<file path="src/rtl/sel_decode_pkg.sv">
// Shared types and constants for the selector decode monitor: FSM states,
// the code type, the default code and the sparse selector map.
package sel_decode_pkg;

  typedef enum logic [1:0] {
    ST_IDLE  = 2'd0,
    ST_RUN   = 2'd1,
    ST_DRAIN = 2'd2,
    ST_DONE  = 2'd3
  } state_e;

  typedef logic [2:0] code_t;

  localparam code_t CODE_DEFAULT = 3'd7;

  // Selector values that map to codes 0..4, in code order.
  localparam int unsigned SEL_MAP0 = 0;
  localparam int unsigned SEL_MAP1 = 1;
  localparam int unsigned SEL_MAP2 = 2;
  localparam int unsigned SEL_MAP3 = 4;
  localparam int unsigned SEL_MAP4 = 5;

endpackage

</file>
<file path="src/rtl/sel_decode_monitor_if.sv">
// Bundle of the selector input stream, the code output stream, done request
// and the statistics/debug outputs of sel_decode_monitor.
interface sel_decode_monitor_if #(
  parameter int SEL_W = 3,
  parameter int CNT_W = 16
);
  import sel_decode_pkg::*;

  // Both streams use strict valid/ready: a transfer happens in a cycle where
  // valid&ready is 1; a producer holds valid and data stable until then, and
  // ready never depends combinationally on the same-side valid.
  logic             sel_valid_i;
  logic             sel_ready_o;
  logic [SEL_W-1:0] sel_i;
  logic             done_i;
  logic             code_valid_o;
  logic             code_ready_i;
  code_t            code_o;
  logic [CNT_W-1:0] hit_cnt_o;
  logic [CNT_W-1:0] miss_cnt_o;
  logic [CNT_W-1:0] mismatch_cnt_o;
  logic [1:0]       state_o;

  modport slave (
    input  sel_valid_i, sel_i, done_i, code_ready_i,
    output sel_ready_o, code_valid_o, code_o,
           hit_cnt_o, miss_cnt_o, mismatch_cnt_o, state_o
  );

  modport master (
    output sel_valid_i, sel_i, done_i, code_ready_i,
    input  sel_ready_o, code_valid_o, code_o,
           hit_cnt_o, miss_cnt_o, mismatch_cnt_o, state_o
  );

endinterface

</file>
<file path="src/rtl/sel_decode_core.sv">
// Combinational sparse selector decoder. STYLE picks a case statement (0) or
// an if-else chain (1) so two independent implementations can be compared.
module sel_decode_core
  import sel_decode_pkg::*;
#(
  parameter int SEL_W       = 3,
  parameter int STYLE       = 0,
  parameter bit HAS_DEFAULT = 1'b1
) (
  input  logic [SEL_W-1:0] i_sel,
  input  code_t            i_last,
  output code_t            o_code,
  output logic             o_hit
);

  code_t w_miss_code;
  assign w_miss_code = HAS_DEFAULT ? CODE_DEFAULT : i_last;

  // Full-width compares make any nonzero upper selector bit a miss.
  generate
    if (STYLE == 0) begin : g_case
      always_comb begin
        o_hit  = 1'b1;
        o_code = 3'd0;
        case (i_sel)
          SEL_W'(SEL_MAP0): o_code = 3'd0;
          SEL_W'(SEL_MAP1): o_code = 3'd1;
          SEL_W'(SEL_MAP2): o_code = 3'd2;
          SEL_W'(SEL_MAP3): o_code = 3'd3;
          SEL_W'(SEL_MAP4): o_code = 3'd4;
          default: begin
            o_hit  = 1'b0;
            o_code = w_miss_code;
          end
        endcase
      end
    end else begin : g_if
      always_comb begin
        o_hit  = 1'b1;
        o_code = 3'd0;
        if (i_sel == SEL_W'(SEL_MAP0)) begin
          o_code = 3'd0;
        end else if (i_sel == SEL_W'(SEL_MAP1)) begin
          o_code = 3'd1;
        end else if (i_sel == SEL_W'(SEL_MAP2)) begin
          o_code = 3'd2;
        end else if (i_sel == SEL_W'(SEL_MAP3)) begin
          o_code = 3'd3;
        end else if (i_sel == SEL_W'(SEL_MAP4)) begin
          o_code = 3'd4;
        end else begin
          o_hit  = 1'b0;
          o_code = w_miss_code;
        end
      end
    end
  endgenerate

endmodule

</file>
<file path="src/rtl/sel_decode_monitor.sv">
// Selector stream consumer: decodes each accepted selector into a one-entry
// output register, keeps hit/miss/disagreement statistics and a run FSM.
module sel_decode_monitor
  import sel_decode_pkg::*;
#(
  parameter int SEL_W       = 3,
  parameter int CNT_W       = 16,
  parameter bit HAS_DEFAULT = 1'b1
) (
  input  logic                 clk_i,
  input  logic                 rst_i,
  sel_decode_monitor_if.slave  sel_bus
);

  state_e           r_state;
  logic             r_valid;
  code_t            r_code;
  code_t            r_last;
  logic [CNT_W-1:0] r_hit;
  logic [CNT_W-1:0] r_miss;
  logic [CNT_W-1:0] r_mm;

  logic             w_ready;
  logic             w_accept;
  logic             w_drain;
  code_t            w_code_case;
  code_t            w_code_if;
  logic             w_hit_case;
  logic             w_hit_if;
  logic             w_disagree;

  // Ready only looks at state and the output slot, never at sel_valid_i.
  assign w_ready  = ((r_state == ST_IDLE) || (r_state == ST_RUN)) &&
                    (!r_valid || sel_bus.code_ready_i);
  assign w_accept = sel_bus.sel_valid_i && w_ready;
  assign w_drain  = r_valid && sel_bus.code_ready_i;

  sel_decode_core #(
    .SEL_W       (SEL_W),
    .STYLE       (0),
    .HAS_DEFAULT (HAS_DEFAULT)
  ) u_case (
    .i_sel  (sel_bus.sel_i),
    .i_last (r_last),
    .o_code (w_code_case),
    .o_hit  (w_hit_case)
  );

  sel_decode_core #(
    .SEL_W       (SEL_W),
    .STYLE       (1),
    .HAS_DEFAULT (HAS_DEFAULT)
  ) u_if (
    .i_sel  (sel_bus.sel_i),
    .i_last (r_last),
    .o_code (w_code_if),
    .o_hit  (w_hit_if)
  );

  assign w_disagree = (w_code_case != w_code_if) || (w_hit_case != w_hit_if);

  always_ff @(posedge clk_i) begin
    if (rst_i) begin
      r_state <= ST_IDLE;
      r_valid <= 1'b0;
      r_code  <= 3'd0;
      r_last  <= 3'd0;
      r_hit   <= '0;
      r_miss  <= '0;
      r_mm    <= '0;
    end else begin
      // An accept reloads the slot even when it drains in the same cycle.
      if (w_accept) begin
        r_valid <= 1'b1;
        r_code  <= w_code_case;
        r_last  <= w_code_case;
        if (w_hit_case) begin
          if (r_hit != '1) r_hit <= r_hit + CNT_W'(1);
        end else begin
          if (r_miss != '1) r_miss <= r_miss + CNT_W'(1);
        end
        if (w_disagree && (r_mm != '1)) r_mm <= r_mm + CNT_W'(1);
      end else if (w_drain) begin
        r_valid <= 1'b0;
      end

      case (r_state)
        ST_IDLE: begin
          if (sel_bus.done_i)  r_state <= ST_DRAIN;
          else if (w_accept)   r_state <= ST_RUN;
        end
        ST_RUN: begin
          if (sel_bus.done_i)  r_state <= ST_DRAIN;
        end
        ST_DRAIN: begin
          if (!r_valid || w_drain) r_state <= ST_DONE;
        end
        default: r_state <= ST_DONE;
      endcase
    end
  end

  assign sel_bus.sel_ready_o    = w_ready;
  assign sel_bus.code_valid_o   = r_valid;
  assign sel_bus.code_o         = r_code;
  assign sel_bus.hit_cnt_o      = r_hit;
  assign sel_bus.miss_cnt_o     = r_miss;
  assign sel_bus.mismatch_cnt_o = r_mm;
  assign sel_bus.state_o        = r_state;

endmodule

</file>
<file path="src/flat_wrapper.sv">
// flat-port wrapper written by rule: the top's interface ports become plain ports
module sel_decode_monitor_flat import sel_decode_pkg::*;
#(
  parameter int SEL_W       = 3,
  parameter int CNT_W       = 16,
  parameter bit HAS_DEFAULT = 1'b1
)
  (clk_i, rst_i, sel_bus_sel_valid_i, sel_bus_sel_i, sel_bus_done_i, sel_bus_code_ready_i, sel_bus_sel_ready_o, sel_bus_code_valid_o, sel_bus_code_o, sel_bus_hit_cnt_o, sel_bus_miss_cnt_o, sel_bus_mismatch_cnt_o, sel_bus_state_o);
  sel_decode_monitor_if #(.SEL_W(SEL_W), .CNT_W(CNT_W)) sel_bus_i ();
  input  logic clk_i;
  input  logic rst_i;
  input wire logic [$bits(sel_bus_i.sel_valid_i)-1:0] sel_bus_sel_valid_i;
  input wire logic [$bits(sel_bus_i.sel_i)-1:0] sel_bus_sel_i;
  input wire logic [$bits(sel_bus_i.done_i)-1:0] sel_bus_done_i;
  input wire logic [$bits(sel_bus_i.code_ready_i)-1:0] sel_bus_code_ready_i;
  output wire logic [$bits(sel_bus_i.sel_ready_o)-1:0] sel_bus_sel_ready_o;
  output wire logic [$bits(sel_bus_i.code_valid_o)-1:0] sel_bus_code_valid_o;
  output wire logic [$bits(sel_bus_i.code_o)-1:0] sel_bus_code_o;
  output wire logic [$bits(sel_bus_i.hit_cnt_o)-1:0] sel_bus_hit_cnt_o;
  output wire logic [$bits(sel_bus_i.miss_cnt_o)-1:0] sel_bus_miss_cnt_o;
  output wire logic [$bits(sel_bus_i.mismatch_cnt_o)-1:0] sel_bus_mismatch_cnt_o;
  output wire logic [$bits(sel_bus_i.state_o)-1:0] sel_bus_state_o;
  assign sel_bus_i.sel_valid_i = sel_bus_sel_valid_i;
  assign sel_bus_i.sel_i = sel_bus_sel_i;
  assign sel_bus_i.done_i = sel_bus_done_i;
  assign sel_bus_i.code_ready_i = sel_bus_code_ready_i;
  assign sel_bus_sel_ready_o = sel_bus_i.sel_ready_o;
  assign sel_bus_code_valid_o = sel_bus_i.code_valid_o;
  assign sel_bus_code_o = sel_bus_i.code_o;
  assign sel_bus_hit_cnt_o = sel_bus_i.hit_cnt_o;
  assign sel_bus_miss_cnt_o = sel_bus_i.miss_cnt_o;
  assign sel_bus_mismatch_cnt_o = sel_bus_i.mismatch_cnt_o;
  assign sel_bus_state_o = sel_bus_i.state_o;
  sel_decode_monitor #(.SEL_W(SEL_W), .CNT_W(CNT_W), .HAS_DEFAULT(HAS_DEFAULT)) u_core (.clk_i(clk_i), .rst_i(rst_i), .sel_bus(sel_bus_i));
endmodule
</file>
<file path="config.mk">
export PLATFORM = sky130hd
export DESIGN_NAME = sel_decode_monitor_flat
export DESIGN_NICKNAME = d
export VERILOG_FILES = /design/src/rtl/sel_decode_pkg.sv /design/src/rtl/sel_decode_monitor_if.sv /design/src/rtl/sel_decode_core.sv /design/src/rtl/sel_decode_monitor.sv /design/src/flat_wrapper.sv
export SDC_FILE = /design/constraint.sdc
export NUM_CORES = 1
export LEC_CHECK = 0
export CAP_MARGIN = 10
export CORE_MARGIN = 2
export CORE_UTILIZATION = 49
export DETAILED_ROUTE_END_ITERATION = 16
export GPL_TIMING_DRIVEN = 0
export HOLD_SLACK_MARGIN = 0.02
export PLACE_DENSITY = 0.77
export SKIP_LAST_GASP = 1
export SYNTH_ARGS = -nofsm -noshare
export SYNTH_HDL_FRONTEND = slang
export SYNTH_SLANG_ARGS = --single-unit
</file>
<file path="constraint.sdc">
create_clock -name clk_i -period 2.7 [get_ports clk_i]
set_input_delay 0.405 -clock clk_i [delete_from_list [all_inputs] [get_ports clk_i]]
set_output_delay 0.405 -clock clk_i [all_outputs]
set_load 0.02 [all_outputs]
</file>
* Word-level counts from Yosys, hierarchy flattened
Index checks and enable logic that the tools add are counted.
** Operators by class
- Muxes and demuxes :: 19
- Div/mod/pow operators :: 0
- Equal/unequal tests :: 14
- Multipliers :: 0
- Reductions and logical operators :: 17
- Order comparisons :: 0
- Bitwise logic cells :: 1
- Shift operators :: 0
- Add/sub/neg operators :: 3
** Operator list (count)
- 16-bit by 1-bit adder with 16-bit output (second input constant) :: 3
- 16-bit != test (second input constant) :: 3
- 3-bit one-hot mux with 5 select lines :: 1
- 3-bit two-way mux :: 4
- 2-bit two-way mux :: 5
- 3-bit AND reduction :: 3
- 1-bit two-way mux :: 8
- 3-bit equality test (second input constant) :: 2
- 2-bit one-hot mux with 3 select lines :: 1
- 5-bit OR reduction :: 1
- 1-bit logical AND :: 4
- 1-bit logical OR :: 4
- 3-bit by 1-bit equality test with 1-bit output (second input constant) :: 1
- 3-bit by 2-bit equality test with 1-bit output (second input constant) :: 1
- 3-bit zero test :: 1
- 3-bit by 2-bit != test with 1-bit output (second input constant) :: 1
- 3-bit != test :: 1
- 2-bit by 1-bit equality test with 1-bit output (second input constant) :: 1
- 2-bit equality test (second input constant) :: 1
- 2-bit zero test :: 1
- 2-bit by 1-bit != test with 1-bit output (second input constant) :: 1
- 2-bit != test (second input constant) :: 1
- 2-bit AND reduction :: 1
- 2-bit nonzero test :: 1
- other kinds (3) :: 3
** Word-level totals
- Bits in read-only memories :: 0
- Bits in latches :: 0
- Register bits after elaboration :: 54
- Output and inout bits :: 55
- RAM bits :: 0
- Memories :: 0
- Word-level logic and storage cells :: 60

* Longest topological paths before layout
- Word-level depth :: 10
- Gate-level depth with buffers :: 6
- Gate-level depth less buffers :: 5

* Hierarchy
From an unflattened synthesis, not the netlist that was laid out.
** Unflattened totals
- Cells, all modules :: 337
- Area, all modules :: 2822.7 sq um
** Modules (own cells, without submodules)
- sel_decode_monitor :: instances 1, area each 2742.6 sq um, cells each 323
- sel_decode_core at u_core.u_if :: instances 1, area each 42.5 sq um, cells each 7
- sel_decode_core at u_core.u_case :: instances 1, area each 37.5 sq um, cells each 7

* Worst setup path before layout
No wires, ideal clock.
- Path type :: reg-to-reg
- Start :: register u_core.r_hit[0] (netlist: u_core.sel_bus.hit_cnt_o[0])
- End :: register u_core.r_hit[12] (netlist: u_core.sel_bus.hit_cnt_o[12])
- Required time :: 2579 ps
- Setup slack :: 652 ps
- Stages on the path, launching flop included :: 7
- Arrival time :: 1927 ps
- Path through :: dfxtp_1 > ha_1 > and3_1 > nand4_1 > clkbuf_1 > nor4_1 > mux2_2
** On the way
- Cells in the longest elaborated chain, start to end :: 2
- Elaborated cells on any way between the ends :: 3
- Those cells by class :: add/sub: 1; eq/ne: 1; reduce/logical: 1
** Ends and longest elaborated chain
- start: declaration :: line sel_decode_monitor.sv:19 : logic [CNT_W-1:0] r_hit;
- start signal: assignment :: line sel_decode_monitor.sv:78 : if (r_hit != '1) r_hit <= r_hit + CNT_W'(1);
- branches (longest 2 deep; another with 16-bit by 1-bit adder with 16-bit output)
Several ways; the timed one is not identified.
A chain may end at the register's enable or synchronous reset.

* Final worst setup path
Same ends and word-level chain as after synthesis.

==> run metrics <==
type of the worst setup path=register to register; number of fill cells=403; height of the chip=75.1 um; post-detailed-route count of antenna-violating nets=0; number of cells in the design after placement=slightly above 400; max-cap check violation count=0; Hold Path Depth=1; Avg Cell Area, Syn=9.00 um^2; antenna violations before repair=0; post-CTS repair timing setup buffer count=0; area of the mapped netlist=between 2000 and 2500 um^2; initial core utilization=0.517; minimum period implied by the final worst setup slack=between 2 and 2.5 ns; unrepaired setup endpoints after global routing=false; reg-to-reg endpoint=u_core.sel_bus.hit_cnt_o[12]; leakage power=1.09 nW; reg2reg path depth=6; Final Hold Violating Endpoints=0; clock-pin slew on the worst setup and hold paths=~0.10 ns; post-synth net total=285; Hold-fix buffers, CTS=0; Ant. Diodes=0; Slew Viols, Final=0; top cells by area, synth=dfxtp_1, nor2b_1, mux2_2; number of synthesized flops with an enable pin=0; sink of the worst hold path=u_core.sel_bus.mismatch_cnt_o[9]; Worst-Margin Slew=approximately 0.51 ns; Worst setup SP type=register; wire per inst=13.9 um; final net count=353; ordered list of cells on the worst path=ha_1 -> and3_1 -> nand4_1 -> clkbuf_1 -> nor4_1 -> mux2_2; worst clock skew on the final layout=roughly 0.009 ns; maximum clock frequency=0.441 GHz; Skew-Pair Late Insertion Delay=a little over 0.3 ns; final routed wirelength across all metal layers=5.69 mm; pin count of the biggest net entering global routing=18; post-synthesis sequential element count=54; sequential fraction of the synthesis area=0.437; predominant post-synthesis flop cell=dfxtp_1; peak ir drop on the vdd network=340 uV; fraction of synthesized cell area taken by the top area cell type=0.437; number of I/O pins=63; number of buffers and inverters on the critical path=1; Final TNS setup=0 ns; clock sinks=54; share of the clock period used by the worst path=0.840; Die W=75.1 um; via count of the first global-routing pass=between 2000 and 2500; Total Routing Usage GR=0.214; full die area=5640 um^2; outcome=finished, final reports clean; final setup margin=approximately 0.43 ns; placer congestion estimate=approximately 0.86; family with the most delay on the worst path=simple AND/OR/NAND/NOR gates; number of buffers inserted during clock tree synthesis=5; Place WS=approximately 0.11 ns; worst-path fanout max=10; DRC=0; average via count per standard cell=5.47; Row Count=25; number of cells produced by synthesis=about 280; worst-case headroom to the max-slew limit=0.659; CTS tree=yes; DP Wirelength=around 4.1 mm; data arrival at the endpoint of the critical path=2.47 ns; layout-stage area growth over the synthesis result=32.9%; port buffer count=61; power per standard cell area=456 nW/um^2; wire length of the first global-routing pass=9.38 mm; Synth cell types=38; Worst path slowest cell=dfxtp_1; area used by sequential logic in the layout=1080 um^2; cell type contributing the most total cell area after synthesis=dfxtp_1; share of post-route cells with drive strength above 1=0.0959; CTS Root Cell=clkbuf_8; proportion of synthesized flip-flops having asynchronous set or reset=0; beginning of the worst hold path=u_core.sel_bus.mismatch_cnt_o[9]; routed via count=approximately 2200; H-tree depth reported by CTS=2; yosys warns=0; remaining global-route overflow=0; startpoint of the worst register-to-register path=u_core.sel_bus.hit_cnt_o[0]; starting DRC count in detailed routing=95; core region area=about 4800 um^2; Slowest Stage Delay on Critical Path=roughly 0.45 ns; class of the most critical hold timing path=register to register; type of element capturing the critical path=register; first-pass iteration count of the detailed router=4; required time at the worst-slack endpoint=2.91 ns; Multi-input gate area=1300 um^2; Final Instance Count excl. Fillers=about 410; Clock Tree Buf Depth=2; total design power=around 1.5 mW; Reg2Reg Setup Slack=~0.43 ns; Post-CTS Resized=0; Final setup viols=0
-- cell usage in the layout (no fill, tap or decap), types with 7 or more instances in the layout --
cell type	n
a211oi_1	8
a21oi_1	18
clkbuf_1	11
clkdlybuf4s50_1	61
dfxtp_1	54
inv_1	9
mux2_2	14
nand2_1	10
nand3_1	13
nand4_1	9
nor2_1	23
nor2b_1	33
nor4_1	9
o21ai_0	7
o31ai_1	8
or4_1	12
-- synthesized netlist by cell type, drive strengths merged (3+ instances only) --
master  number
a21oi       18
dfxtp       54
nand3       13
clkbuf      11
o31ai        8
nor2        23
nand4       10
nand2       10
or4         13
or3          4
a211oi       8
nand2b       5
inv          9
mux2        15
or2          3
buf          3
o21ai        7
nor2b       33
nor3         3
nor4        10
-- cell type report --
| class | count | area share |
|---|---|---|
| multi-input cells | 198 | 0.395 |
| clock inverters | 2 | 0.0118 |
| repair buffers | 61 | 0.185 |
| flip-flops and latches | 54 | 0.328 |
| plain buffers | 14 | 0.0190 |
| inverters | 9 | 0.0103 |
| well taps | 67 | 0.0255 |
| clock buffers | 6 | 0.0251 |
-- how the worst max path moves through the flow --
stage,cells past startpoint,endpoint,from,slack (ns)
final,6,u_core.sel_bus.hit_cnt_o[12],u_core.sel_bus.hit_cnt_o[0],0.43
after global routing,6,u_core.sel_bus.hit_cnt_o[12],u_core.sel_bus.hit_cnt_o[0],0.29
after CTS,6,u_core.sel_bus.hit_cnt_o[11],sel_bus_sel_i[2],0.44
after detailed placement,6,u_core.sel_bus.hit_cnt_o[11],sel_bus_sel_i[2],0.11
after global placement,6,u_core.sel_bus.hit_cnt_o[13],sel_bus_sel_i[2],0.12
after floorplan,6,u_core.sel_bus.hit_cnt_o[12],u_core.sel_bus.hit_cnt_o[0],0.65
-- report_power, final --
part	switching, mW	leakage, nW	internal (mW)
Clock	0.266	0.0618	0.305
Sequential	0.00971	0.437	0.806
Combinational	0.0655	0.587	0.0469
-- layer usage --
| metal | track usage | wire (um) | up-vias |
|---|---|---|---|
| li1 | - | - | 1135 |
| met1 | 0.284 | 2620 | 1044 |
| met2 | 0.338 | 2660 | 62 |
| met3 | 0.0562 | 349 | 6 |
| met4 | 0.0754 | 62 | 0 |
| met5 | 0 | 0 | - |
-- metrics by stage --
stage                     utilization  hold WS (ns)  instance area, um^2
after CTS                       0.688         0.474                 3290
after global routing            0.688         0.483                 3290
final                           0.688         0.471                 3290
after global placement          0.662         0.451                 3170
after floorplan                     -         0.521                 2480
after detailed placement        0.662         0.458                 3170
-- worst reg2reg max path: stages (launching register included) --
cell and delay [ns]:
dfxtp_1 0.45, ha_1 0.43, and3_1 0.30, nand4_1 0.15
clkbuf_1 0.24, nor4_1 0.24, mux2_2 0.36
-- state kept, by name, indices dropped and copies added (netlist names) --
register,flops
u_core.sel_bus.hit_cnt_o,16
u_core.sel_bus.mismatch_cnt_o,16
u_core.sel_bus.miss_cnt_o,16
u_core.sel_bus.code_o,3
u_core.sel_bus.state_o,2
u_core.sel_bus.code_valid_o,1
-- cell families after synthesis --
family | share of synthesized area
XOR/XNOR | 0.00354
AND/OR/NAND/NOR | 0.306
AO/OA/AOI/OAI | 0.133
multiplexers | 0.0723
flip-flops | 0.437
buffers and inverters | 0.0389
adder cells (fa/ha/maj) | 0.0101
Note: power is estimated with default switching activity, not from simulation.
